## config.mk

```make
export PLATFORM = sky130hd
export DESIGN_NAME = fp_seq_divider_flat
export DESIGN_NICKNAME = d
export VERILOG_FILES = /design/src/rtl/fp_div_pkg.sv /design/src/rtl/fp_seq_divider_if.sv /design/src/rtl/fp_div_step.sv /design/src/rtl/fp_seq_divider.sv /design/src/flat_wrapper.sv
export SDC_FILE = /design/constraint.sdc
export NUM_CORES = 1
export LEC_CHECK = 0
export ABC_AREA = 1
export BUFFER_PORTS_ARGS = -buffer_cell sky130_fd_sc_hd__buf_4
export CAP_MARGIN = 20
export CELL_PAD_IN_SITES_DETAIL_PLACEMENT = 0
export CELL_PAD_IN_SITES_GLOBAL_PLACEMENT = 1
export CORE_ASPECT_RATIO = 1.25
export CORE_MARGIN = 2
export CORE_UTILIZATION = 45
export CTS_CLUSTER_SIZE = 20
export DETAILED_ROUTE_END_ITERATION = 6
export PLACE_DENSITY = 0.94
export SYNTH_ARGS = -nofsm -noshare
export SYNTH_HDL_FRONTEND = slang
export SYNTH_SLANG_ARGS = --single-unit
```

## constraint.sdc

```tcl
create_clock -name clock -period 2.85 [get_ports clock]
set_input_delay 0.57 -clock clock [delete_from_list [all_inputs] [get_ports clock]]
set_output_delay 0.57 -clock clock [all_outputs]
set_load 0.05 [all_outputs]
```

## src/rtl/fp_div_pkg.sv

```systemverilog
`default_nettype none
// +----------------------------------------------------------------------+
// | Package   : fp_div_pkg                                               |
// | Desc      : Shared types and sign helpers for the sequential divider |
// | Revision  : 1.0 - initial release                                    |
// +----------------------------------------------------------------------+
package fp_div_pkg;

   localparam int DEF_WIDTH = 32;
   localparam int DEF_Q     = 16;

   typedef enum logic [1:0] {
      IDLE = 2'd0,
      CALC = 2'd1,
      SIGN = 2'd2,
      DONE = 2'd3
   } state_t;

   // Callers sign-extend narrower operands to 64 bits and truncate the result.
   function automatic logic [63:0] neg64(input logic [63:0] x);
      return ~x + 64'd1;
   endfunction

   function automatic logic [63:0] abs64(input logic [63:0] x);
      return x[63] ? neg64(x) : x;
   endfunction

endpackage
`default_nettype wire

```

## src/rtl/fp_seq_divider_if.sv

```systemverilog
`default_nettype none
// +----------------------------------------------------------------------+
// | Interface : fp_seq_divider_if                                        |
// | Desc      : Operand/result valid-ready bundle for fp_seq_divider     |
// | Revision  : 1.0 - initial release                                    |
// +----------------------------------------------------------------------+
interface fp_seq_divider_if
   import fp_div_pkg::*;
#(
   parameter int WIDTH = DEF_WIDTH
);
   logic             in_valid;
   logic             in_ready;
   logic [WIDTH-1:0] a;
   logic [WIDTH-1:0] b;
   logic             out_valid;
   logic             out_ready;
   logic [WIDTH-1:0] result;
   logic             div_by_zero;
   logic             overflow;

   modport master (
      output in_valid, a, b, out_ready,
      input  in_ready, out_valid, result, div_by_zero, overflow
   );

   modport slave (
      input  in_valid, a, b, out_ready,
      output in_ready, out_valid, result, div_by_zero, overflow
   );
endinterface
`default_nettype wire

```

## src/rtl/fp_div_step.sv

```systemverilog
`default_nettype none
// +----------------------------------------------------------------------+
// | Module    : fp_div_step                                              |
// | Desc      : One combinational restoring-division step                |
// | Revision  : 1.0 - initial release                                    |
// +----------------------------------------------------------------------+
module fp_div_step
   import fp_div_pkg::*;
#(
   parameter int WIDTH = DEF_WIDTH
)(
   input  logic [WIDTH-1:0] i_rem,
   input  logic             i_bit,
   input  logic [WIDTH-1:0] i_div,
   output logic [WIDTH-1:0] o_rem,
   output logic             o_qbit
);
   logic [WIDTH:0] w_cat;

   assign w_cat  = {i_rem, i_bit};
   assign o_qbit = (w_cat >= {1'b0, i_div});
   // The remainder always stays below the divisor, so WIDTH bits suffice.
   assign o_rem  = o_qbit ? WIDTH'(w_cat - {1'b0, i_div}) : w_cat[WIDTH-1:0];
endmodule
`default_nettype wire

```

## src/rtl/fp_seq_divider.sv

```systemverilog
`default_nettype none
// +----------------------------------------------------------------------+
// | Module    : fp_seq_divider                                           |
// | Desc      : Multi-cycle signed Q-format divider, truncating, flagged |
// | Revision  : 1.0 - initial release                                    |
// +----------------------------------------------------------------------+
module fp_seq_divider
   import fp_div_pkg::*;
#(
   parameter int WIDTH = DEF_WIDTH,
   parameter int Q     = DEF_Q
)(
   input  logic             clock,
   input  logic             reset_L,
   fp_seq_divider_if.slave  bus
);
   localparam int c_NBITS = WIDTH + Q;
   localparam int c_CW    = $clog2(c_NBITS + 1);

   state_t             r_state;
   state_t             w_state_nxt;
   logic [c_NBITS-1:0] r_dq;
   logic [WIDTH-1:0]   r_rem;
   logic [WIDTH-1:0]   r_div;
   logic [c_CW-1:0]    r_cnt;
   logic               r_sign;
   logic [WIDTH-1:0]   r_result;
   logic               r_dbz;
   logic               r_ovf;

   logic               w_b_zero;
   logic [WIDTH-1:0]   w_abs_a;
   logic [WIDTH-1:0]   w_abs_b;
   logic [WIDTH-1:0]   w_rem_nxt;
   logic               w_qbit;
   logic [WIDTH-1:0]   w_neg_q;
   logic               w_ovf;

   assign w_b_zero = (bus.b == '0);
   assign w_abs_a  = WIDTH'(abs64({{(64-WIDTH){bus.a[WIDTH-1]}}, bus.a}));
   assign w_abs_b  = WIDTH'(abs64({{(64-WIDTH){bus.b[WIDTH-1]}}, bus.b}));
   assign w_neg_q  = WIDTH'(neg64({{(64-WIDTH){1'b0}}, r_dq[WIDTH-1:0]}));

   // Negative results may reach -2^(WIDTH-1); positive ones stop one short.
   assign w_ovf = r_sign ? ((|r_dq[c_NBITS-1:WIDTH]) || (r_dq[WIDTH-1] && (|r_dq[WIDTH-2:0])))
                         : (|r_dq[c_NBITS-1:WIDTH-1]);

   fp_div_step #(.WIDTH(WIDTH)) u_step (
      .i_rem  (r_rem),
      .i_bit  (r_dq[c_NBITS-1]),
      .i_div  (r_div),
      .o_rem  (w_rem_nxt),
      .o_qbit (w_qbit)
   );

   always_ff @(posedge clock or negedge reset_L) begin
      if (!reset_L) r_state <= IDLE;
      else          r_state <= w_state_nxt;
   end

   always_comb begin
      w_state_nxt = r_state;
      case (r_state)
         IDLE:    if (bus.in_valid) w_state_nxt = w_b_zero ? DONE : CALC;
         CALC:    if (r_cnt == '0)  w_state_nxt = SIGN;
         SIGN:    w_state_nxt = DONE;
         DONE:    if (bus.out_ready) w_state_nxt = IDLE;
         default: w_state_nxt = IDLE;
      endcase
   end

   // Dividend and quotient share one shift register: quotient bits enter at the LSB.
   always_ff @(posedge clock or negedge reset_L) begin
      if (!reset_L) begin
         r_dq     <= '0;
         r_rem    <= '0;
         r_div    <= '0;
         r_cnt    <= '0;
         r_sign   <= 1'b0;
         r_result <= '0;
         r_dbz    <= 1'b0;
         r_ovf    <= 1'b0;
      end else begin
         case (r_state)
            IDLE: if (bus.in_valid) begin
               r_sign <= bus.a[WIDTH-1] ^ bus.b[WIDTH-1];
               r_dq   <= {w_abs_a, {Q{1'b0}}};
               r_div  <= w_abs_b;
               r_rem  <= '0;
               r_cnt  <= c_CW'(c_NBITS);
               r_dbz  <= w_b_zero;
               r_ovf  <= 1'b0;
               if (w_b_zero)
                  r_result <= bus.a[WIDTH-1] ? {1'b1, {(WIDTH-1){1'b0}}}
                                             : {1'b0, {(WIDTH-1){1'b1}}};
            end
            CALC: if (r_cnt != '0) begin
               r_rem <= w_rem_nxt;
               r_dq  <= {r_dq[c_NBITS-2:0], w_qbit};
               r_cnt <= r_cnt - c_CW'(1);
            end
            SIGN: begin
               r_result <= r_sign ? w_neg_q : r_dq[WIDTH-1:0];
               r_ovf    <= w_ovf;
            end
            default: ;
         endcase
      end
   end

   assign bus.in_ready    = (r_state == IDLE);
   assign bus.out_valid   = (r_state == DONE);
   assign bus.result      = r_result;
   assign bus.div_by_zero = r_dbz;
   assign bus.overflow    = r_ovf;
endmodule
`default_nettype wire

```

## src/flat_wrapper.sv

```systemverilog
// flat-port wrapper written by rule: the top's interface ports become plain ports
module fp_seq_divider_flat import fp_div_pkg::*;
#(
   parameter int WIDTH = DEF_WIDTH,
   parameter int Q     = DEF_Q
)
  (clock, reset_L, bus_in_valid, bus_a, bus_b, bus_out_ready, bus_in_ready, bus_out_valid, bus_result, bus_div_by_zero, bus_overflow);
  fp_seq_divider_if #(.WIDTH(WIDTH)) bus_i ();
  input  logic clock;
  input  logic reset_L;
  input wire logic [$bits(bus_i.in_valid)-1:0] bus_in_valid;
  input wire logic [$bits(bus_i.a)-1:0] bus_a;
  input wire logic [$bits(bus_i.b)-1:0] bus_b;
  input wire logic [$bits(bus_i.out_ready)-1:0] bus_out_ready;
  output wire logic [$bits(bus_i.in_ready)-1:0] bus_in_ready;
  output wire logic [$bits(bus_i.out_valid)-1:0] bus_out_valid;
  output wire logic [$bits(bus_i.result)-1:0] bus_result;
  output wire logic [$bits(bus_i.div_by_zero)-1:0] bus_div_by_zero;
  output wire logic [$bits(bus_i.overflow)-1:0] bus_overflow;
  assign bus_i.in_valid = bus_in_valid;
  assign bus_i.a = bus_a;
  assign bus_i.b = bus_b;
  assign bus_i.out_ready = bus_out_ready;
  assign bus_in_ready = bus_i.in_ready;
  assign bus_out_valid = bus_i.out_valid;
  assign bus_result = bus_i.result;
  assign bus_div_by_zero = bus_i.div_by_zero;
  assign bus_overflow = bus_i.overflow;
  fp_seq_divider #(.WIDTH(WIDTH), .Q(Q)) u_core (.clock(clock), .reset_L(reset_L), .bus(bus_i));
endmodule
```

# Yosys cells after proc, flatten, opt, wreduce, memory -nomap -nowiden
# Cells that the tools add are included.
[op_classes] add_sub_neg=5 order_cmp=1 mux=25 reduce_logical=16 n_eq_ne=8 bitwise=4
[op_table] op="$mux 32" count=9
[op_table] op="$pmux 32 s2" count=2
[op_table] op="$add 32x1->32 const B" count=3
[op_table] op="$mux 48" count=2
[op_table] op="$not 32->32" count=3
[op_table] op="$pmux 48 s2" count=1
[op_table] op="$ge 33x32->1" count=1
[op_table] op="$logic_not 32->1" count=1
[op_table] op="$sub 32x32->32" count=1
[op_table] op="$reduce_or 31->1" count=1
[op_table] op="$reduce_or 17->1" count=1
[op_table] op="$reduce_or 16->1" count=1
[op_table] op="$mux 6" count=2
[op_table] op="$pmux 6 s2" count=1
[op_table] op="$reduce_and 3->1" count=3
[op_table] op="$mux 2" count=4
[op_table] op="$pmux 2 s4" count=1
[op_table] op="$logic_not 6->1" count=1
[op_table] op="$ne 2x1->1 const B" count=3
[op_table] op="$reduce_bool 6->1" count=1
[op_table] op="$sub 6x1->6 const B" count=1
[op_table] op="$eq 2x2->1 const B" count=2
[op_table] op="$ne 2x2->1 const B" count=2
[op_table] op="$reduce_and 2->1" count=2
[op_table] op="8 further kinds" count=10
[totals] elab_cells=68 input_bits=68 ff_bits=155 output_inout_bits=36

# Depth between registers and ports, before layout
# Gate-level depths: netlist of the first run.
[logic_depth] ltp_word=5 ltp_mapped=16 ltp_nobuf=16

# By module
# From an unflattened synthesis of the first run, not the netlist that was laid out.
[unflattened] cells_unflattened=1899 area_unflattened_um2=12450.7
[modules_own_cells] mod="fp_seq_divider" area_per_inst_um2=9230.1 seq_area_each_um2=3878.7 instances=1 cells_per_inst=1245
[modules_own_cells] mod="fp_div_step" area_per_inst_um2=3220.6 seq_area_each_um2=0.0 instances=1 cells_per_inst=654

# Worst setup path after synthesis of the first run
# No wires, ideal clock.
[synth_path] kind="register -> register" startpoint="register u_core.r_state[0]" endpoint="register u_core.r_dq[47]" period_less_slack_ns=2.253 t_arrival_ns=2.126 path_stages_with_launch=10 slack_ns=0.597 path_buffers=2 setup_time_ns=0.127 required_time_ns=2.723 path_cell_list="dfrtp_1 > inv_1 > ha_1 > nand2_1 > nor2_1 > nor2_2 > buf_4 > buf_4 > a211oi_1 > a21oi_1"
[synth_via] elab_chain_cells=3 word_cells_on_any_way=7 cone_classes="eq/ne: 3; mux: 1; reduce/logical: 3"
[synth_rtl] item="start: declaration" line_no="fp_seq_divider.sv:20" text="state_t r_state;"
[synth_rtl] item="start signal: assignment" line_no="fp_seq_divider.sv:58" text="else r_state <= w_state_nxt;"
[synth_rtl] item="$logic_not 2->1 *"
[synth_rtl] item="net bus_in_ready" line_no="flat_wrapper.sv:15" text="output wire logic [$bits(bus_i.in_ready)-1:0] bus_in_ready;"
[synth_rtl] item="$ne 2x2->1 (no source line) / $reduce_bool 2->1 (equally long branches)"
[synth_rtl] item="$reduce_and 3->1 (no source line)"
[synth_rtl] item="end signal: assignment" line_no="fp_seq_divider.sv:87" text="r_dq <= {w_abs_a, {Q{1'b0}}};"
[synth_rtl] item="end signal: assignment" line_no="fp_seq_divider.sv:99" text="r_dq <= {r_dq[c_NBITS-2:0], w_qbit};"
[synth_rtl] item="end: declaration" line_no="fp_seq_divider.sv:22" text="logic [c_NBITS-1:0] r_dq;"
# Mark *: on every way through the listed nets, which the timed path passes. The rest lies on a longest branch.
# A chain may end at the register's enable or synchronous reset.

# Worst setup path after layout of the first run
[layout_path] startpoint="register u_core.r_rem[23]" endpoint="register u_core.r_rem[21]"
[layout_via] elab_chain_cells=4
[layout_rtl] item="start: declaration" line_no="fp_seq_divider.sv:23" text="logic [WIDTH-1:0] r_rem;"
[layout_rtl] item="start signal: assignment" line_no="fp_seq_divider.sv:98" text="r_rem <= w_rem_nxt;"
[layout_rtl] item="$ge 33x32->1" line_no="fp_div_step.sv:21" text="assign o_qbit = (w_cat >= {1'b0, i_div});"
[layout_rtl] item="$mux 32" line_no="fp_div_step.sv:23" text="assign o_rem = o_qbit ? WIDTH'(w_cat - {1'b0, i_div}) : w_cat[WIDTH-1:0];"
[layout_rtl] item="$mux 32" line_no="fp_seq_divider.sv:97" text="CALC: if (r_cnt != '0) begin"
[layout_rtl] item="$pmux 32 s2" line_no="fp_seq_divider.sv:84" text="case (r_state)"
# No other way between the ends. The select of a mux whose other input is x is not followed.

==> metrics, run 1 <==
fin crit share=87.9%; CTS H-tree lvls=4; initial DRC count=817; power share of the combinational group=65.5%; Placed Instances=2314; fill count=2790; Detail Placement HPWL=28.3 mm; worst hold margin=0.0752 ns; crit path buf inv count=0; Async SR Flop Fraction=100%; internal power=8.16 mW; endpoints failing setup=0; drt wl/cell=15.7 um; Ys Warns=0; endpoint class of the critical path=register; GRT overflow=0; Tmin final=2.50 ns; CP Launch Type=register; DR DRC count=0; maxcap violations=0; most numerous cell in the Yosys netlist=nand2_1; Yosys top cell by area=dfrtp_1; Post-Syn Area per Cell=6.42 um^2; placer congestion estimate=0.988; max incr delay on CP=0.40 ns; Core Rows=67; Final Util=52.0%; pwr dens=1270 nW/um^2; die footprint=28500 um^2; total power=17.7 mW; chip height=188 um; Std-Cell Core Area=26700 um^2; Post-Syn Area=12200 um^2; CTS root buf=clkbuf_16; vias in the first global route=12392; clock skew=0.0146 ns; Post-synth EDFFs=0; number of synthesized register bits=155; insertion delay to the later sink of the worst-skew pair=0.45 ns; Worst Max-Slew Pin Slew=0.663 ns; most instantiated cells after synthesis=nand2_1 (588), inv_1 (273), nand3_1 (175); max frequency=399 MHz; Placed Area=13300 um^2; Post-CTS Setup Inserts=0; GRT Total Usage=27.0%; P_sw=9.53 mW; CTS resizes=0; post-route cell area=13900 um^2; CP Cell Sequence=ha_1 -> nand2_1 -> nor2_1 -> nand2_1 -> nor3_1 -> nand2_2 -> nand2_4 -> nand2_2 -> nand2_1 -> nand2_1 -> nand2_1; clock power share=12.8%; net count after synthesis=2016; TritonCTS Buffers=17; Ports=104; Final #Nets=2098; CP Max Fanout=33; Main synth FF type=dfrtp_1; CTS Buffer Depth=2; Hold WC Path Type=in -> async; CP dominant cell by count=nand2_1; crit path kind=reg -> reg; Die Wd=151 um; area grow syn2layout=13.7%; Synth top area share=31.7%; TritonCTS clock tree=yes; Net Sw Frac=53.9%; unrepaired setup endpoints after global routing=no; first-pass GRT wire length=61.2 mm; Clock transition at path regs=0.07 ns; synthesized instance count=1906; Setup WS post-layout=0.346 ns; r2r setup slk=0.35 ns; Vias per Instance=5.34; antenna-violating nets left=0; relative max-transition margin=55.5%; Data arrival, critical path=2.89 ns; vias=12523; DP Worst Slack=0.354 ns; CTS Hold Bufs=0; share of cells above drive strength 1=9.65%; CP max stage cell=dfrtp_1; synth unique cells=50; antenna violations before repair=1; TritonRoute pass-1 iters=6; largest net degree at the start of global routing=65; clk sinks=155; Non-Filler Instances=2347; final hold vios=0; crit-path leading delay family=simple AND/OR/NAND/NOR gates; Initial Util=45.7%; P_leak=7.28 nW; Slew Limit Fails=0; top cells by area, synth=dfrtp_1 (32%), nand2_1 (18%), inv_1 (8.4%); CP Data Required Time=3.23 ns; Sequential Power Share=21.7%; # port buffers=103; Max VDD drop=0.775 mV; outcome=complete, no violations; Fin Setup TNS=0 ns; register area share after synthesis=31.7%; Routed WL=36.9 mm
-- worst register-to-register path: stages (launching register included) --
cell and delay, ns:
dfrtp_1 0.40, ha_1 0.40, nand2_1 0.12, nor2_1 0.23
nand2_1 0.11, nor3_1 0.28, nand2_2 0.13, nand2_4 0.35
nand2_2 0.22, nand2_1 0.10, nand2_1 0.05, nand2_1 0.06
-- cell usage in the layout, fill, tap and decap left out, types with 34 or more instances in the layout --
cell type,n
a21oi_1,63
buf_4,121
dfrtp_1,155
ha_1,41
inv_1,273
nand2_1,588
nand3_1,175
nand3b_1,34
nor2_1,169
o21ai_0,143
-- final timing paths --
path                            cells after the start                     end                    from
worst max-delay path                               11        u_core.r_rem[21]        u_core.r_rem[23]
worst min-delay path                                1         u_core.r_dq[39]                 reset_L
worst max register to register                     11        u_core.r_rem[21]        u_core.r_rem[23]
worst min register to register                      2  u_core.bus.div_by_zero  u_core.bus.div_by_zero
max in group asynchronous                           2   u_core.bus.result[11]                 reset_L
min in group clock                                  3         u_core.r_dq[16]                bus_a[0]
-- logic make-up after synthesis --
kind of cell	synth area share, %
AND/OR/NAND/NOR	36.8
buffers and inverters	11.2
AO/OA/AOI/OAI	12.7
flip-flops	31.7
XOR/XNOR	3.29
adder cells (fa/ha/maj)	4.36
-- flip-flops by register name (all words and copies together) (netlist names) --
signal                  cells
u_core.bus.div_by_zero      1
u_core.bus.overflow         1
u_core.r_rem               32
u_core.r_dq                48
u_core.r_div               32
u_core.r_cnt                6
u_core.bus.result          32
u_core.r_sign               1
u_core.r_state              2
-- power groups by stage --
stage | registers (mW) | logic [mW] | clock network [mW]
2_1_floorplan | 4.44 | 7.96 | 0
3_3_place_gp | 3.81 | 11.4 | 0
3_5_place_dp | 3.85 | 11.5 | 0
4_1_cts | 3.82 | 11.6 | 2.29
5_1_grt | 3.94 | 13.0 | 2.39
6_report | 3.83 | 11.6 | 2.27
-- routing by layer --
layer	GRT usage (%)	vias up	wire length, um
met4	11.3	0	1450
met3	4.53	83	1710
met5	0	-	0
li1	-	6266	-
met2	47.2	316	18500
met1	32.3	5858	15200
-- layout make-up --
class	instances	area, um^2	area share (%)
Tap cell	345	432	3.10
Inverter	280	1050	7.56
Clock inverter	13	124	0.890
Sequential cell	155	3880	27.9
Antenna cell	1	2.50	0.0180
Multi-Input combinational cell	1409	6990	50.3
Timing Repair Buffer	125	980	7.04
Clock buffer	19	453	3.26
Power figures use the tool's default switching activity.
==> run 2, diff against run 1 <==
Settings changed: CORE_ASPECT_RATIO 1.25 to 0.7, GPL_TIMING_DRIVEN from default to 1.
==> run 2 against run 1 <==
Net effect:
- clock skew decreased by 0.0026 ns
- register-to-register slack about the same
- non-clock buffer count increased by 4
- global-route usage increased by 1.6 points
- cell count increased by 0.94%
- worst hold slack improved by 0.34 ns
- first-iteration DRC count increased by 78%
- die area about the same
- combinational power increased by 4%
- final area increased by 0.82%
- largest cell class unchanged
==> metrics, run 2 (synthesis results as in run 1) <==
internal power=8.48 mW; Routed WL=40.3 mm; Core Rows=50; Setup WS post-layout=0.360 ns; CP Max Fanout=29; crit path kind=reg -> reg; insertion delay to the later sink of the worst-skew pair=0.45 ns; Max VDD drop=0.525 mV; vias in the first global route=11288; unrepaired setup endpoints after global routing=no; Detail Placement HPWL=30.8 mm; Ports=104; P_leak=7.32 nW; Slew Limit Fails=0; fin crit share=87.4%; vias=12802; CP Data Required Time=3.19 ns; drt wl/cell=17.0 um; CTS Buffer Depth=2; antenna violations before repair=0; endpoints failing setup=0; Clock transition at path regs=0.07 ns; outcome=complete, no violations; Vias per Instance=5.40; maxcap violations=0; power share of the combinational group=65.5%; Worst Max-Slew Pin Slew=0.760 ns; Die Wd=201 um; CTS root buf=clkbuf_16; GRT overflow=0; max reg flops=48; Tmin final=2.49 ns; P_sw=9.93 mW; commonest non-fill, non-tap cell in the layout=nand2_1; relative max-transition margin=49.3%; TritonCTS clock tree=yes; CP Launch Type=register; TritonRoute pass-1 iters=5; initial DRC count=1455; GRT Total Usage=28.6%; pwr dens=1310 nW/um^2; Data arrival, critical path=2.83 ns; final hold vios=0; Final #Nets=2102; antenna-violating nets left=0; Initial Util=45.8%; Sequential Power Share=21.0%; CTS resizes=0; Net Sw Frac=53.9%; commonest cells after routing, fill and taps aside=nand2_1 (588), inv_1 (273), nand3_1 (175); chip height=142 um; TritonCTS Buffers=17; largest net degree at the start of global routing=71; CTS H-tree lvls=4; die footprint=28500 um^2; endpoint class of the critical path=register; clock power share=13.5%; Std-Cell Core Area=26700 um^2; placer congestion estimate=1.03; clock skew=0.0120 ns; Largest Register=u_core.r_dq; clk sinks=155; DP Worst Slack=0.289 ns; # port buffers=103; first-pass GRT wire length=63.7 mm; DR DRC count=0; total power=18.4 mW; share of cells above drive strength 1=9.68%; Fin Setup TNS=0 ns; Hold WC Path Type=in -> reg; ant diodes=0; max frequency=402 MHz; area grow syn2layout=14.7%
[run 2: cell types whose count changed in the layout (fill, tap and decap cells not counted), moves of 2 or more]
cell / before / now
buf_4: 121 / 123
inv_6: 7 / 2
inv_8: 2 / 0
clkbuf_1: 0 / 2
bufinv_16: 0 / 4
clkbuf_8: 2 / 0
clkinv_4: 1 / 3
[run 2: final timing paths]
path	slack, ns	endpoint	startpoint	cells past startpoint
min	0.42	u_core.r_dq[16]	bus_a[0]	3
max	0.36	u_core.r_rem[29]	u_core.r_div[8]	14
max in group asynchronous	1.57	u_core.r_dq[7]	reset_L	3
min in group asynchronous	0.57	u_core.r_rem[7]	reset_L	2
min reg2reg	0.49	u_core.r_div[5]	u_core.r_div[5]	2
max reg2reg	0.36	u_core.r_rem[29]	u_core.r_div[8]	14
[run 2: critical path, cell delays in order, from the launching register on]
cell and delay [ns]:
dfrtp_1 0.34, inv_1 0.06, ha_1 0.36, nand2_1 0.14, nor2_2 0.24, nand2_1 0.13
nand3b_4 0.16, nand2_2 0.08, nand2_2 0.07, nand2_2 0.07, nand2_4 0.31, buf_4 0.22
nand3_1 0.08, nand2_1 0.07, nand2_1 0.05
[run 2: layer usage]
layer  wire [um]  track usage (%)  share of wire, %  vias to the layer above
met5           0                0                 0                        -
met4         404             4.99               1.0                        0
met3        4340             5.79                11                       20
met2       14700             36.4                37                      588
met1       20800             48.0                52                     5920
li1            -                -                 -                     6274
[run 2: what timing repair did]
action                    in CTS  in global routing
hold endpoints to repair       1                  0
hold buffers                   1                  0
setup buffers                  0                  0
[run 2: power by group through the flow]
stage	registers (mW)	logic, mW	clock network [mW]
final	3.87	12.1	2.48
after global placement	3.86	11.6	0
after global routing	3.98	13.4	2.60
after detailed placement	3.89	11.7	0
after CTS	3.85	11.8	2.50
after floorplan	4.44	7.96	0
[run 2: layout make-up]
| type | instances | area (um^2) |
|---|---|---|
| Sequential cell | 155 | 3880 |
| Clock inverter | 13 | 191 |
| Inverter | 280 | 1050 |
| Fill cell | 2734 | 12700 |
| Clock buffer | 19 | 433 |
| Tap cell | 364 | 455 |
| Multi-Input combinational cell | 1409 | 6990 |
| Timing Repair Buffer | 129 | 1020 |
[run 2: metrics by stage]
step / cells / util (%) / hold WS (ns) / instance area, um^2
3_5_place_dp: 2336 / 50.1 / 0.468 / 13400
3_3_place_gp: 2336 / 50.1 / 0.468 / 13400
6_report: 2369 / 52.5 / 0.418 / 14000
5_1_grt: 2369 / 52.5 / 0.438 / 14000
4_1_cts: 2369 / 52.5 / 0.405 / 14000
2_1_floorplan: 1906 / - / 0.274 / 12200
==> run 3, diff against run 2 <==
Settings changed: BUFFER_PORTS_ARGS -buffer_cell sky130_fd_sc_hd__buf_4 to default, DONT_BUFFER_PORTS from default to 1, PLACE_DENSITY 0.94 to 0.89, SETUP_SLACK_MARGIN from default to 0.5.
==> run 3 against run 2 <==
Net effect:
- sequential share of layout area is 0.57 points higher
- clock-buffer cell count fell by 2
- sequential cell count is the same
- final area decreased by 2.0%
- the run now ends with hold timing left
- highest routed layer is now met5
==> metrics, run 3 (synthesis results as in run 1) <==
total power=19.1 mW; placer congestion estimate=0.999; P_leak=6.86 nW; Fin Setup TNS=0 ns; Largest Register=u_core.r_dq; insertion delay to the later sink of the worst-skew pair=0.46 ns; commonest non-fill, non-tap cell in the layout=nand2_1; max reg flops=48; relative max-transition margin=40.6%; endpoints failing setup=0; crit path kind=reg -> reg; DR DRC count=0; Vias per Instance=5.52; TritonCTS Buffers=17; # port buffers=0; commonest cells after routing, fill and taps aside=nand2_1 (568), inv_1 (272), nand3_1 (172); antenna-violating nets left=0; chip height=142 um; largest net degree at the start of global routing=156; maxcap violations=0; antenna violations before repair=1; outcome=finished with violations; Die Wd=201 um; ant diodes=0; Clock transition at path regs=0.07 ns; unrepaired setup endpoints after global routing=yes; Worst Max-Slew Pin Slew=0.884 ns; endpoint class of the critical path=register; clk sinks=155; share of cells above drive strength 1=8.45%; GRT Total Usage=28.9%; failing checks=hold timing; die footprint=28500 um^2; vias=12534; Final #Nets=2002; Initial Util=45.8%; R2R cell count=7; drt wl/cell=18.3 um; CTS Buffer Depth=2; clock skew=0.0120 ns; TritonCTS clock tree=yes; final hold vios=155; worst hold margin=-0.194 ns; max frequency=434 MHz; Hold WC Path Type=in -> async; r2r setup slk=0.55 ns; Tmin final=2.30 ns; Data arrival, critical path=2.61 ns; TritonRoute pass-1 iters=6; Routed WL=41.5 mm; area grow syn2layout=12.4%; Core Rows=50; Ports=104; fin crit share=80.8%; GRT overflow=0; CTS H-tree lvls=4; CP Launch Type=register; pwr dens=1390 nW/um^2; vias in the first global route=11013; first-pass GRT wire length=64.1 mm; CTS root buf=clkbuf_16; Slew Limit Fails=0; CP Max Fanout=11; initial DRC count=1322; Detail Placement HPWL=30.8 mm; Max VDD drop=0.544 mV; CP Data Required Time=3.15 ns; Std-Cell Core Area=26700 um^2
==> run 3: worst paths after layout <==
check,start,end
hold / removal,reset_L,u_core.r_rem[9]
max in group asynchronous,reset_L,u_core.r_div[21]
setup reg to reg,u_core.r_state[0],u_core.bus.result[5]
setup / recovery,u_core.r_state[0],u_core.bus.result[5]
hold reg to reg,u_core.r_div[4],u_core.r_div[4]
min in group clock,bus_a[0],u_core.r_dq[16]
==> run 3: metrics by stage <==
stage	instances	utilization, %	instance area (um^2)	hold WS, ns	worst slack (ns)
6_report	2269	51.4	13700	-0.194	0.547
5_1_grt	2269	51.4	13700	-0.206	0.465
4_1_cts	2259	49.3	13200	-0.203	0.501
3_5_place_dp	2227	47.0	12500	0.280	0.265
3_3_place_gp	2227	47.0	12500	0.282	0.313
2_1_floorplan	1906	-	12200	0.274	0.597
==> run 3: area by class of cell <==
| cell class | count | area, um^2 |
|---|---|---|
| Clock buffer | 17 | 425 |
| Inverter | 280 | 1050 |
| Multi-Input combinational cell | 1411 | 7480 |
| Sequential cell | 155 | 3880 |
| Tap cell | 364 | 455 |
| Timing Repair Buffer | 27 | 287 |
| Clock inverter | 15 | 166 |
| Fill cell | 2715 | 13000 |
==> run 3: metal layers <==
layer	global-route usage [%]	share of wire (%)	vias to the layer above
met5	0	0.029	-
met4	6.43	1.4	2
met3	7.76	11	37
met2	36.4	37	542
met1	47.1	50	5877
li1	-	-	6076
==> run 3: where the power goes <==
part           switching [mW]  internal [mW]
clock network            1.16           1.18
logic                    7.82           4.24
registers                1.54           3.17
==> run 3: worst max-delay path, stage by stage (launching register included) <==
cell      delay (ns)
dfrtp_1         0.41
inv_1           0.11
ha_1            0.21
clkinv_1        0.36
nand2_1         0.28
nand3_4         0.15
nor2_2          0.48
a22oi_1         0.14
==> run 3: repair_timing <==
item                                    4_1_cts  5_1_grt
gates cloned                                  0        3
endpoints found under the hold margin       155      155
endpoints found under the setup margin       21       47
setup buffers                                 0        7
pin swaps                                     0        5
resized for setup                             6       90
